**config.mk**
```make
export PLATFORM = sky130hd
export DESIGN_NAME = csr_bus_arbiter
export DESIGN_NICKNAME = d
export VERILOG_FILES = /design/src/rtl/csr_bus_arbiter.sv
export SDC_FILE = /design/constraint.sdc
export NUM_CORES = 1
export LEC_CHECK = 0
export BUFFER_PORTS_ARGS = -buffer_cell sky130_fd_sc_hd__clkbuf_2
export CAP_MARGIN = 20
export CELL_PAD_IN_SITES_DETAIL_PLACEMENT = 0
export CELL_PAD_IN_SITES_GLOBAL_PLACEMENT = 1
export CORE_AREA = 2 2 110 112
export CTS_BUF_LIST = sky130_fd_sc_hd__clkbuf_4 sky130_fd_sc_hd__clkbuf_8 sky130_fd_sc_hd__clkbuf_16
export DETAILED_ROUTE_END_ITERATION = 7
export DIE_AREA = 0 0 112 114
export GPL_TIMING_DRIVEN = 1
export HOLD_SLACK_MARGIN = 0.08
export PLACE_DENSITY = 0.81
export SETUP_SLACK_MARGIN = 0.3
export SYNTH_ARGS = -nofsm -noshare
export SYNTH_HDL_FRONTEND = slang
export SYNTH_SLANG_ARGS = --single-unit
```
**constraint.sdc**
```tcl
create_clock -name clk -period 2.1 [get_ports clk]
set_input_delay 0.315 -clock clk [delete_from_list [all_inputs] [get_ports clk]]
set_output_delay 0.315 -clock clk [all_outputs]
set_load 0.01 [all_outputs]
```
**src/rtl/csr_bus_arbiter.sv**
```systemverilog
// csr_bus_arbiter: round-robin arbiter between two requesters onto a single AXI-lite style CSR bus,
// one outstanding transaction, with a per-phase handshake timeout.
module csr_bus_arbiter #(
   parameter int ADDR_WIDTH = 2,
   parameter int DATA_WIDTH = 32,
   parameter int TIMEOUT    = 255
) (
   input  logic                      clk,
   input  logic                      rst,
   input  logic [1:0]                req_valid,
   input  logic [1:0]                req_write,
   input  logic [2*ADDR_WIDTH-1:0]   req_addr,
   input  logic [2*DATA_WIDTH-1:0]   req_wdata,
   output logic [1:0]                req_done,
   output logic [DATA_WIDTH-1:0]     req_rdata,
   output logic                      req_err,
   output logic [ADDR_WIDTH-1:0]     cbus_awaddr,
   output logic                      cbus_awvalid,
   input  logic                      cbus_awready,
   output logic [DATA_WIDTH-1:0]     cbus_wdata,
   output logic [DATA_WIDTH/8-1:0]   cbus_wstrb,
   output logic                      cbus_wvalid,
   input  logic                      cbus_wready,
   input  logic [1:0]                cbus_bresp,
   input  logic                      cbus_bvalid,
   output logic                      cbus_bready,
   output logic [ADDR_WIDTH-1:0]     cbus_araddr,
   output logic                      cbus_arvalid,
   input  logic                      cbus_arready,
   input  logic [DATA_WIDTH-1:0]     cbus_rdata,
   input  logic [1:0]                cbus_rresp,
   input  logic                      cbus_rvalid,
   output logic                      cbus_rready
);
   localparam int CW = $clog2(TIMEOUT + 1);

   typedef enum logic [2:0] {IDLE, WADDR, WRESP, RADDR, RDATA} state_t;

   state_t                state_q, state_d;
   logic                  gnt_q, gnt_d, last_q, last_d;
   logic                  aw_q, aw_d, w_q, w_d, err_q, err_d;
   logic [1:0]            done_q, done_d;
   logic [ADDR_WIDTH-1:0] addr_q, addr_d;
   logic [DATA_WIDTH-1:0] wdata_q, wdata_d, rdata_q, rdata_d;
   logic [CW-1:0]         cnt_q, cnt_d;
   logic                  tmo, sel, aw_all, w_all;

   // on a tie the requester that did not win last time is chosen
   assign sel    = (req_valid == 2'b11) ? ~last_q : req_valid[1];
   assign tmo    = (state_q != IDLE) && (cnt_q == CW'(TIMEOUT));
   assign aw_all = aw_q | (cbus_awvalid & cbus_awready);
   assign w_all  = w_q | (cbus_wvalid & cbus_wready);

   assign cbus_awvalid = (state_q == WADDR) && !aw_q && !tmo;
   assign cbus_wvalid  = (state_q == WADDR) && !w_q && !tmo;
   assign cbus_bready  = (state_q == WRESP) && !tmo;
   assign cbus_arvalid = (state_q == RADDR) && !tmo;
   assign cbus_rready  = (state_q == RDATA) && !tmo;
   assign cbus_wstrb   = '1;
   assign cbus_awaddr  = addr_q;
   assign cbus_araddr  = addr_q;
   assign cbus_wdata   = wdata_q;
   assign req_done     = done_q;
   assign req_err      = err_q;
   assign req_rdata    = rdata_q;

   always_comb begin
      state_d = state_q;
      gnt_d   = gnt_q;
      last_d  = last_q;
      aw_d    = aw_all;
      w_d     = w_all;
      err_d   = err_q;
      rdata_d = rdata_q;
      addr_d  = addr_q;
      wdata_d = wdata_q;
      done_d  = '0;
      cnt_d   = (state_q == IDLE) ? '0 : cnt_q + CW'(1);
      case (state_q)
         IDLE: if (|req_valid) begin
            gnt_d   = sel;
            last_d  = sel;
            addr_d  = sel ? req_addr[2*ADDR_WIDTH-1:ADDR_WIDTH] : req_addr[ADDR_WIDTH-1:0];
            wdata_d = sel ? req_wdata[2*DATA_WIDTH-1:DATA_WIDTH] : req_wdata[DATA_WIDTH-1:0];
            aw_d    = 1'b0;
            w_d     = 1'b0;
            state_d = req_write[sel] ? WADDR : RADDR;
         end
         WADDR: if (aw_all && w_all) begin
            state_d = WRESP;
            cnt_d   = '0;
         end
         WRESP: if (cbus_bvalid && cbus_bready) begin
            state_d = IDLE;
            done_d  = gnt_q ? 2'b10 : 2'b01;
            err_d   = |cbus_bresp;
         end
         RADDR: if (cbus_arvalid && cbus_arready) begin
            state_d = RDATA;
            cnt_d   = '0;
         end
         RDATA: if (cbus_rvalid && cbus_rready) begin
            state_d = IDLE;
            done_d  = gnt_q ? 2'b10 : 2'b01;
            err_d   = |cbus_rresp;
            rdata_d = cbus_rdata;
         end
         default: state_d = IDLE;
      endcase
      if (tmo) begin
         state_d = IDLE;
         done_d  = gnt_q ? 2'b10 : 2'b01;
         err_d   = 1'b1;
      end
   end

   always_ff @(posedge clk) begin
      if (rst) begin
         state_q <= IDLE;
         gnt_q   <= 1'b0;
         last_q  <= 1'b1;
         aw_q    <= 1'b0;
         w_q     <= 1'b0;
         err_q   <= 1'b0;
         done_q  <= '0;
         addr_q  <= '0;
         wdata_q <= '0;
         rdata_q <= '0;
         cnt_q   <= '0;
      end else begin
         state_q <= state_d;
         gnt_q   <= gnt_d;
         last_q  <= last_d;
         aw_q    <= aw_d;
         w_q     <= w_d;
         err_q   <= err_d;
         done_q  <= done_d;
         addr_q  <= addr_d;
         wdata_q <= wdata_d;
         rdata_q <= rdata_d;
         cnt_q   <= cnt_d;
      end
   end
endmodule

```
==> metrics, run 1 <==
Util after Layout 0.476; Max-cap violations 0; final wirelength around 11 mm; Sum Neg Setup Slack 0 ps; Post-Synthesis Cells 408; DR top layer met4; die area about 0.013 mm^2; Post-synth EDFFs 0; status finished clean; Final setup viols 0; drt initial violations 130; Crit. End Element output port; R2R Setup Slk 120 ps; Layout area overhead 58.4%; R2R cell count 10; crit-path max FO 5; Peak VDD IR approximately 0.00035 V; Clock Tree Buf Depth 2; post-route ant nets 0; final hold viol count 0; total gr overflow 0; drt first pass iters 4; final worst path period need slightly above 2000 ps; ant diodes 0; clk_skew 8.56 ps; # port buffers 190; Layout Nets 717; CP arrival 1700 ps; first-pass GRT wire length roughly 15 mm; sequential share of the synthesized area 0.478; Via-to-Cell Ratio between 4 and 5; root cell of the clock tree clkbuf_16; share of the synthesized area in the top cell type 0.478; Netlist cell types 40; GPL Wtd Cong 0.796; RSZ-0062 raised after global routing true; H-tree levels 3; Clock Pin Slew Worst Setup and Hold Paths 70 ps; met3 wire len 663 um; PwrDens 786 mW/mm^2; Hold Worst Slack 201 ps; Worst setup SP type register; Ports 195; Worst Hold Class in2reg; Synth area leaders dfxtp_1 (48%), mux2i_1 (10%), nand2_1 (7.8%); total core area approximately 0.012 mm^2; WS Path Type reg2out; initial antenna violation count 0; Hold Path End req_rdata[24]; Leak Pwr 2.61 nW; Syn. warnings 0; # DRC 0; Yosys reg bits 84; CTS tree done; clock latency on the worst-skew pair ~340 ps; row count 40; Final period util 0.958; layout cell share with drive strength beyond 1 0.512; total track usage 0.148; DP HPWL between 7 and 8 mm; synthesized area per cell about 8.6 um^2; Slew Limit Fails 0; Reg2Reg Launch Point cnt_q[1]; routed wire length per instance 14.3 um; Synth Cell Area roughly 0.0035 mm^2; most common cell in the netlist dfxtp_1; Fillers 1099; Max Clk Rate just under 0.5 GHz; vias in the first global route 3160; r2r endpoint req_rdata[14]; worst hold path startpoint cbus_rdata[24]; CTS sink cnt 84; Crit path required time ~1800 ps; WL met1 between 4 and 5 mm; area leader, netlist dfxtp_1; largest net degree at the start of global routing 77; total CTS buffers 9; placed cell count just over 700; Post-synth top cells dfxtp_1 (84), nand2_1 (73), nor2_1 (55); hold path depth 3; non-filler cells, final around 750; number of hold buffers added after cts 0; Initial Util 0.300; routed wl met2 5.21 mm; FFs w/ async S/R, synth 0; Die W 112 um; total number of vias approximately 3600; Die H 114 um; most common flop cell mapped by yosys dfxtp_1
layout make-up:
| cell class | instances | area (um^2) | area share |
|---|---|---|---|
| timing repair buffer | 213 | 1270 | 0.229 |
| clock inverter | 7 | 81.3 | 0.0146 |
| sequential | 84 | 1690 | 0.303 |
| tap | 147 | 184 | 0.0330 |
| inverter | 2 | 7.51 | 0.00135 |
| clock buffer | 9 | 225 | 0.0404 |
| multi-input combinational | 291 | 2110 | 0.379 |
power breakdown:
part | switching, mW | total, mW | leakage [nW] | internal [mW]
Sequential | 0.0909 | 1.82 | 0.688 | 1.73
Clock | 0.693 | 1.63 | 0.147 | 0.939
Combinational | 0.506 | 0.926 | 1.77 | 0.419
Total | 1.29 | 4.38 | 2.61 | 3.09
worst max-delay path: stages (launching register included):
cell and delay (ps):
dfxtp_4 370, ha_4 130, and4_4 230, nand4_1 240, nor2_2 210, nor2_1 50
buf_2 130
metrics by stage:
stage               area (um^2)  setup WS, ps  power [mW]
floorplan                  3530           371        2.33
global placement           4670           241        2.69
detailed placement         4670           166        2.71
CTS                        5070          72.5        4.37
global route               5570          23.4        4.58
finish                     5570          87.8        4.38
registers in the layout, indices dropped and copies added (netlist names):
signal       flops
cbus_wdata      32
req_rdata       32
cnt_q            8
state_q          3
cbus_araddr      2
req_done         2
aw_q             1
gnt_q            1
last_q           1
req_err          1
w_q              1
worst max-delay path by stage:
stage,startpoint,slack (ps),end,cells after the start
3_5_place_dp,cnt_q[0],170,cnt_q[7],6
2_1_floorplan,cnt_q[0],370,cnt_q[2],7
5_1_grt,cnt_q[1],20,cbus_bready,6
4_1_cts,cnt_q[1],70,cbus_bready,6
6_report,cnt_q[1],90,cbus_rready,6
3_3_place_gp,cnt_q[0],240,cnt_q[3],6
routing by layer:
| metal | vias to the layer above | GRT usage |
|---|---|---|
| li1 | 1801 | - |
| met1 | 1664 | 0.190 |
| met2 | 143 | 0.234 |
| met3 | 20 | 0.0367 |
| met4 | 0 | 0.0699 |
| met5 | - | 0 |
cell usage in the layout, fill, tap and decap left out, drive strengths merged, types with 3 or more instances in the layout:
cell	Yosys	layout
nand2	73	73
and3	3	3
inv	2	5
nor2	55	55
o21ai	3	3
conb	1	4
clkbuf	12	200
xor2	4	4
nand3	6	6
dfxtp	84	84
nor3	8	8
a211oi	35	35
a21oi	36	36
buf	22	22
mux2i	36	36
kinds of logic after synthesis:
family | count (synthesis) | synth area share
flops | 84 | 0.478
simple gates | 156 | 0.188
other cells | 1 | 0.00107
fa+ha+maj | 1 | 0.00356
compound gates | 88 | 0.162
mux | 36 | 0.102
buf+inv | 36 | 0.0505
xor+xnor | 6 | 0.0149
timing repair:
action                                 4_1_cts  5_1_grt
endpoints found under the hold margin        0        0
resized for setup                            9      111
setup endpoints to repair                   47       79
pin swaps                                    6       56
setup buffers                                6        2
gates cloned                                 1        3
No activity file was read; power rests on OpenSTA's default activity.
==> inputs of run 2 (changes only) <==
BUFFER_PORTS_ARGS = -buffer_cell sky130_fd_sc_hd__buf_2   (was -buffer_cell sky130_fd_sc_hd__clkbuf_2)
GPL_ROUTABILITY_DRIVEN = 0   (was unset)
REMOVE_ABC_BUFFERS = 1   (was unset)
==> run 2 against run 1 <==
Clock power increased by 7%. Clock-buffer cell count increased by 2. Non-clock buffer count shrank 6. Highest routed layer unchanged.
==> metrics, run 2 (synthesis gave the netlist of run 1 again) <==
status finished clean; Layout area overhead 45.2%; Die W 112 um; placed cell count just over 700; CTS sink cnt 84; total core area 0.0117 mm^2; Leak Pwr 2.31 nW; PnR worst setup slack 207 ps; row count 40; Final period util 0.901; Clock power frac 0.395; ant diodes 0; Hold Path End req_rdata[14]; Worst Hold Class in2reg; sw frac 0.268; sequential power share 0.410; commonest non-fill, non-tap cell in the layout buf_2; most frequent cells in the layout buf_2 (190), dfxtp_1 (82), nand2_1 (73); Max Clk Rate roughly 0.53 GHz; total track usage 0.143; CTS tree done; WS Path Type reg2out; number of hold buffers added after cts 0; PwrDens 866 mW/mm^2; total number of vias between 3000 and 4000; switching pwr approximately 1.2 mW; # DRC 0; crit-path max FO 5; clock latency on the worst-skew pair roughly 330 ps; CP arrival 1580 ps; Slew Limit Fails 0; first-pass GRT wire length around 15 mm; die area 0.0128 mm^2; P_int about 3.2 mW; Die H 114 um; Reg2Reg Launch Point cnt_q[0]; r2r endpoint cnt_q[2]; total CTS buffers 9; Clock Pin Slew Worst Setup and Hold Paths approximately 60 ps; # port buffers 190; Layout Nets approximately 710; final hold viol count 0; clk_skew approximately 8 ps; root cell of the clock tree clkbuf_16; Hold Worst Slack 222 ps; Final setup viols 0; final worst path period need 1890 ps; Ports approximately 200; initial antenna violation count 0; DP HPWL 6.85 mm; drt initial violations 142; final wirelength around 9.5 mm; Crit path required time 1780 ps; Initial Util 0.300; Post-Place Setup Slack 144 ps; hold path depth 3; layout cell share with drive strength beyond 1 0.403; Max-cap violations 0; vias in the first global route 3171; worst hold path startpoint cbus_rdata[14]; R2R cell count 7; routed wire length per instance 12.7 um; Peak VDD IR 0.000456 V; non-filler cells, final about 750; Crit. End Element output port; RSZ-0062 raised after global routing true; Comb power frac 0.195; post-route ant nets 0; R2R Setup Slk between 200 and 300 ps; largest net degree at the start of global routing 77; Via-to-Cell Ratio 4.66; total gr overflow 0; drt first pass iters 4; H-tree levels 3; Clock Tree Buf Depth 2; Worst setup SP type register
==> run 2: cell types whose count changed in the layout (fill, tap and decap cells not counted), moves of 3 or more <==
cell,before,now
a21oi_1,5,36
a21oi_2,31,0
buf_2,1,190
clkbuf_2,189,0
nand2_1,42,73
nand2_2,3,0
nand2_4,28,0
==> run 2: stage by stage <==
stage                util  power (mW)  TNS [ps]  cell area (um^2)
global placement    0.395        2.67         0              4630
detailed placement  0.395        2.68         0              4630
finish              0.436        4.42         0              5110
CTS                 0.432        4.46         0              5060
global route        0.436        4.66         0              5110
floorplan               -        2.30   -100510              3360
==> run 2: final cells by class <==
class	count	area, um^2
Inverter	2	7.51
Timing Repair Buffer	207	1140
Fill cell	1173	6610
Multi-Input combinational cell	291	1750
Tap cell	147	184
Clock inverter	5	82.6
Sequential cell	84	1680
Clock buffer	11	253
==> run 2: layer usage <==
| metal | share of wire | GRT usage | wire length, um | vias to the layer above |
|---|---|---|---|---|
| met3 | 0.080 | 0.0430 | 761 | 8 |
| li1 | - | - | - | 1791 |
| met1 | 0.43 | 0.173 | 4080 | 1542 |
| met5 | 0 | 0 | 0 | - |
| met4 | 0.0084 | 0.0415 | 80 | 0 |
| met2 | 0.48 | 0.246 | 4560 | 139 |
==> run 2: worst max path at each step <==
| stage | startpoint | to | cells after the start |
|---|---|---|---|
| final | cnt_q[0] | cbus_awvalid | 7 |
| after global routing | cnt_q[0] | cbus_arvalid | 6 |
| after CTS | cnt_q[1] | cbus_wvalid | 7 |
| after detailed placement | cnt_q[0] | cbus_bready | 6 |
| after global placement | cnt_q[0] | cbus_bready | 6 |
| after floorplan | req_valid[1] | state_q[1] | 5 |
==> run 2: critical path, stage by stage, from the launching register on <==
cell	delay, ps
dfxtp_2	350
ha_4	130
and4_4	230
nand4_1	90
buf_6	150
nand2_1	100
nor2_1	60
buf_2	140
==> run 2: power groups by stage <==
stage	sequential (mW)	combinational (mW)	clock, mW
after detailed placement	1.84	0.836	0
after floorplan	1.90	0.394	0
after global placement	1.84	0.828	0
after CTS	1.81	0.855	1.80
final	1.81	0.862	1.75
after global routing	1.83	0.960	1.87
==> run 2: repair_timing <==
item	in CTS	in global routing
setup endpoints to repair	48	45
resized for setup	10	9
buffers inserted	8	1
pin swaps	5	10
==> inputs of run 3 (changes only) <==
==> constraint.sdc (replaced) <==
create_clock -name clk -period 2.1 [get_ports clk]
set_input_delay 0.105 -clock clk [delete_from_list [all_inputs] [get_ports clk]]
set_output_delay 0.105 -clock clk [all_outputs]
set_load 0.01 [all_outputs]
==> run 3 against run 2 <==
Global-route usage up 0.64 points. Clock skew shrank 2.7 ps. Non-clock buffer count is 29 higher. Largest cell class unchanged.
==> metrics, run 3 (synthesis gave the netlist of run 1 again) <==
status finished clean; Via-to-Cell Ratio between 4 and 5; final wirelength 9.95 mm; DP HPWL just under 7 mm; H-tree levels 3; hold path depth 3; drt initial violations between 100 and 150; drt first pass iters 4; R2R cell count 6; clock latency on the worst-skew pair roughly 320 ps; clk_skew 5.12 ps; Layout Nets 740; commonest non-fill, non-tap cell in the layout buf_2; WS Path Type reg2reg; Crit. End Element register; Initial Util 0.300; largest net degree at the start of global routing 77; total track usage 0.149; Ports about 200; final instance area 0.00541 mm^2; CTS sink cnt 84; Leak Pwr between 2 and 2.5 nW; Layout area overhead 53.7%; most frequent cells in the layout buf_2 (190), dfxtp_1 (81), nand2_1 (73); Max Clk Rate 0.582 GHz; total gr overflow 0; routed wire length per instance approximately 13 um; total core area 0.0117 mm^2; non-filler cells, final between 700 and 800; Die W between 100 and 150 um; ant diodes 0; Max-cap violations 0; final hold viol count 0; Clock Tree Buf Depth 2; post-route ant nets 0; die area ~0.013 mm^2; Cell Area, Placed 0.00464 mm^2; # port buffers 190; Peak VDD IR between 0.0003 and 0.0004 V; layout cell share with drive strength beyond 1 0.374; Final Power between 4 and 5 mW; first-pass GRT wire length roughly 16 mm; final worst path period need about 1700 ps; worst hold path startpoint cbus_wready; Hold Path End w_q; PwrDens between 800 and 900 mW/mm^2; Crit path required time about 2400 ps; initial antenna violation count 0; Final period util 0.818; crit-path max FO 8; # DRC 0; R2R Setup Slk 380 ps; total CTS buffers 9; placed cell count between 700 and 800; Worst Hold Class in2reg; Clock Pin Slew Worst Setup and Hold Paths 60 ps; total number of vias approximately 3500; RSZ-0062 raised after global routing true; Worst setup SP type register; row count 40; CTS tree done; Die H between 100 and 150 um; Slew Limit Fails 0; CP arrival 1980 ps; vias in the first global route 3318; Final setup viols 0; root cell of the clock tree clkbuf_16; r2r endpoint cnt_q[3]; Reg2Reg Launch Point cnt_q[1]
## run 3: changes by cell type in the layout (fill, tap and decap cells not counted), sizes merged
cell | before | now
buf | 207 | 202
clkbuf | 11 | 13
clkinv | 2 | 1
clkinvlp | 0 | 1
dlygate4sd3 | 0 | 33
inv | 3 | 2
## run 3: timing repair
action	4_1_cts	5_1_grt
setup buffers	2	1
endpoints found under the hold margin	33	0
pin swaps	3	3
gates resized for setup	6	9
endpoints found under the setup margin	17	50
gates cloned	0	1
hold buffers	33	0
## run 3: area by class of cell
type / instances / area [um^2]
well taps: 147 / 184
inverters: 2 / 7.51
multi-input cells: 291 / 1740
fillers: 1128 / 6300
flip-flops and latches: 84 / 1690
clock inverters: 4 / 72.6
clock buffers: 12 / 254
repair buffers: 236 / 1460
## run 3: critical path, stage by stage, from the launching register on
cell and delay (ps):
dfxtp_2 360, ha_4 140, and4_4 220, and4_4 270
a21oi_1 50, or4_4 480, nor2_1 140
## run 3: how the worst max path moves through the flow
stage | slack (ps) | end | start | depth (start not counted)
finish | 380 | cnt_q[3] | cnt_q[1] | 6
global route | 290 | state_q[0] | cnt_q[1] | 7
CTS | 300 | cbus_bready | cnt_q[1] | 7
detailed placement | 170 | cnt_q[3] | cnt_q[0] | 6
global placement | 240 | cnt_q[0] | cnt_q[0] | 6
floorplan | -2780 | state_q[1] | last_q | 5
## run 3: power breakdown
part           switching (mW)  internal, mW
registers              0.0880          1.73
clock network           0.615          1.10
logic                   0.466         0.428
total                    1.17          3.26
## run 3: per-layer routing
| layer | routed length [um] | track usage | vias up |
|---|---|---|---|
| met5 | 0 | 0 | - |
| met4 | 89 | 0.0528 | 0 |
| met3 | 689 | 0.0356 | 8 |
| met2 | 4770 | 0.256 | 126 |
| met1 | 4400 | 0.184 | 1577 |
| li1 | - | - | 1837 |
## run 3: stage by stage
| step | util | setup TNS, ps | worst slack [ps] | hold slack (ps) |
|---|---|---|---|---|
| finish | 0.462 | 0 | 383 | 108 |
| floorplan | - | -98670 | -2780 | 174 |
| global route | 0.462 | 0 | 288 | 113 |
| CTS | 0.455 | 0 | 301 | 97.4 |
| global placement | 0.396 | 0 | 238 | 349 |
| detailed placement | 0.396 | 0 | 172 | 351 |
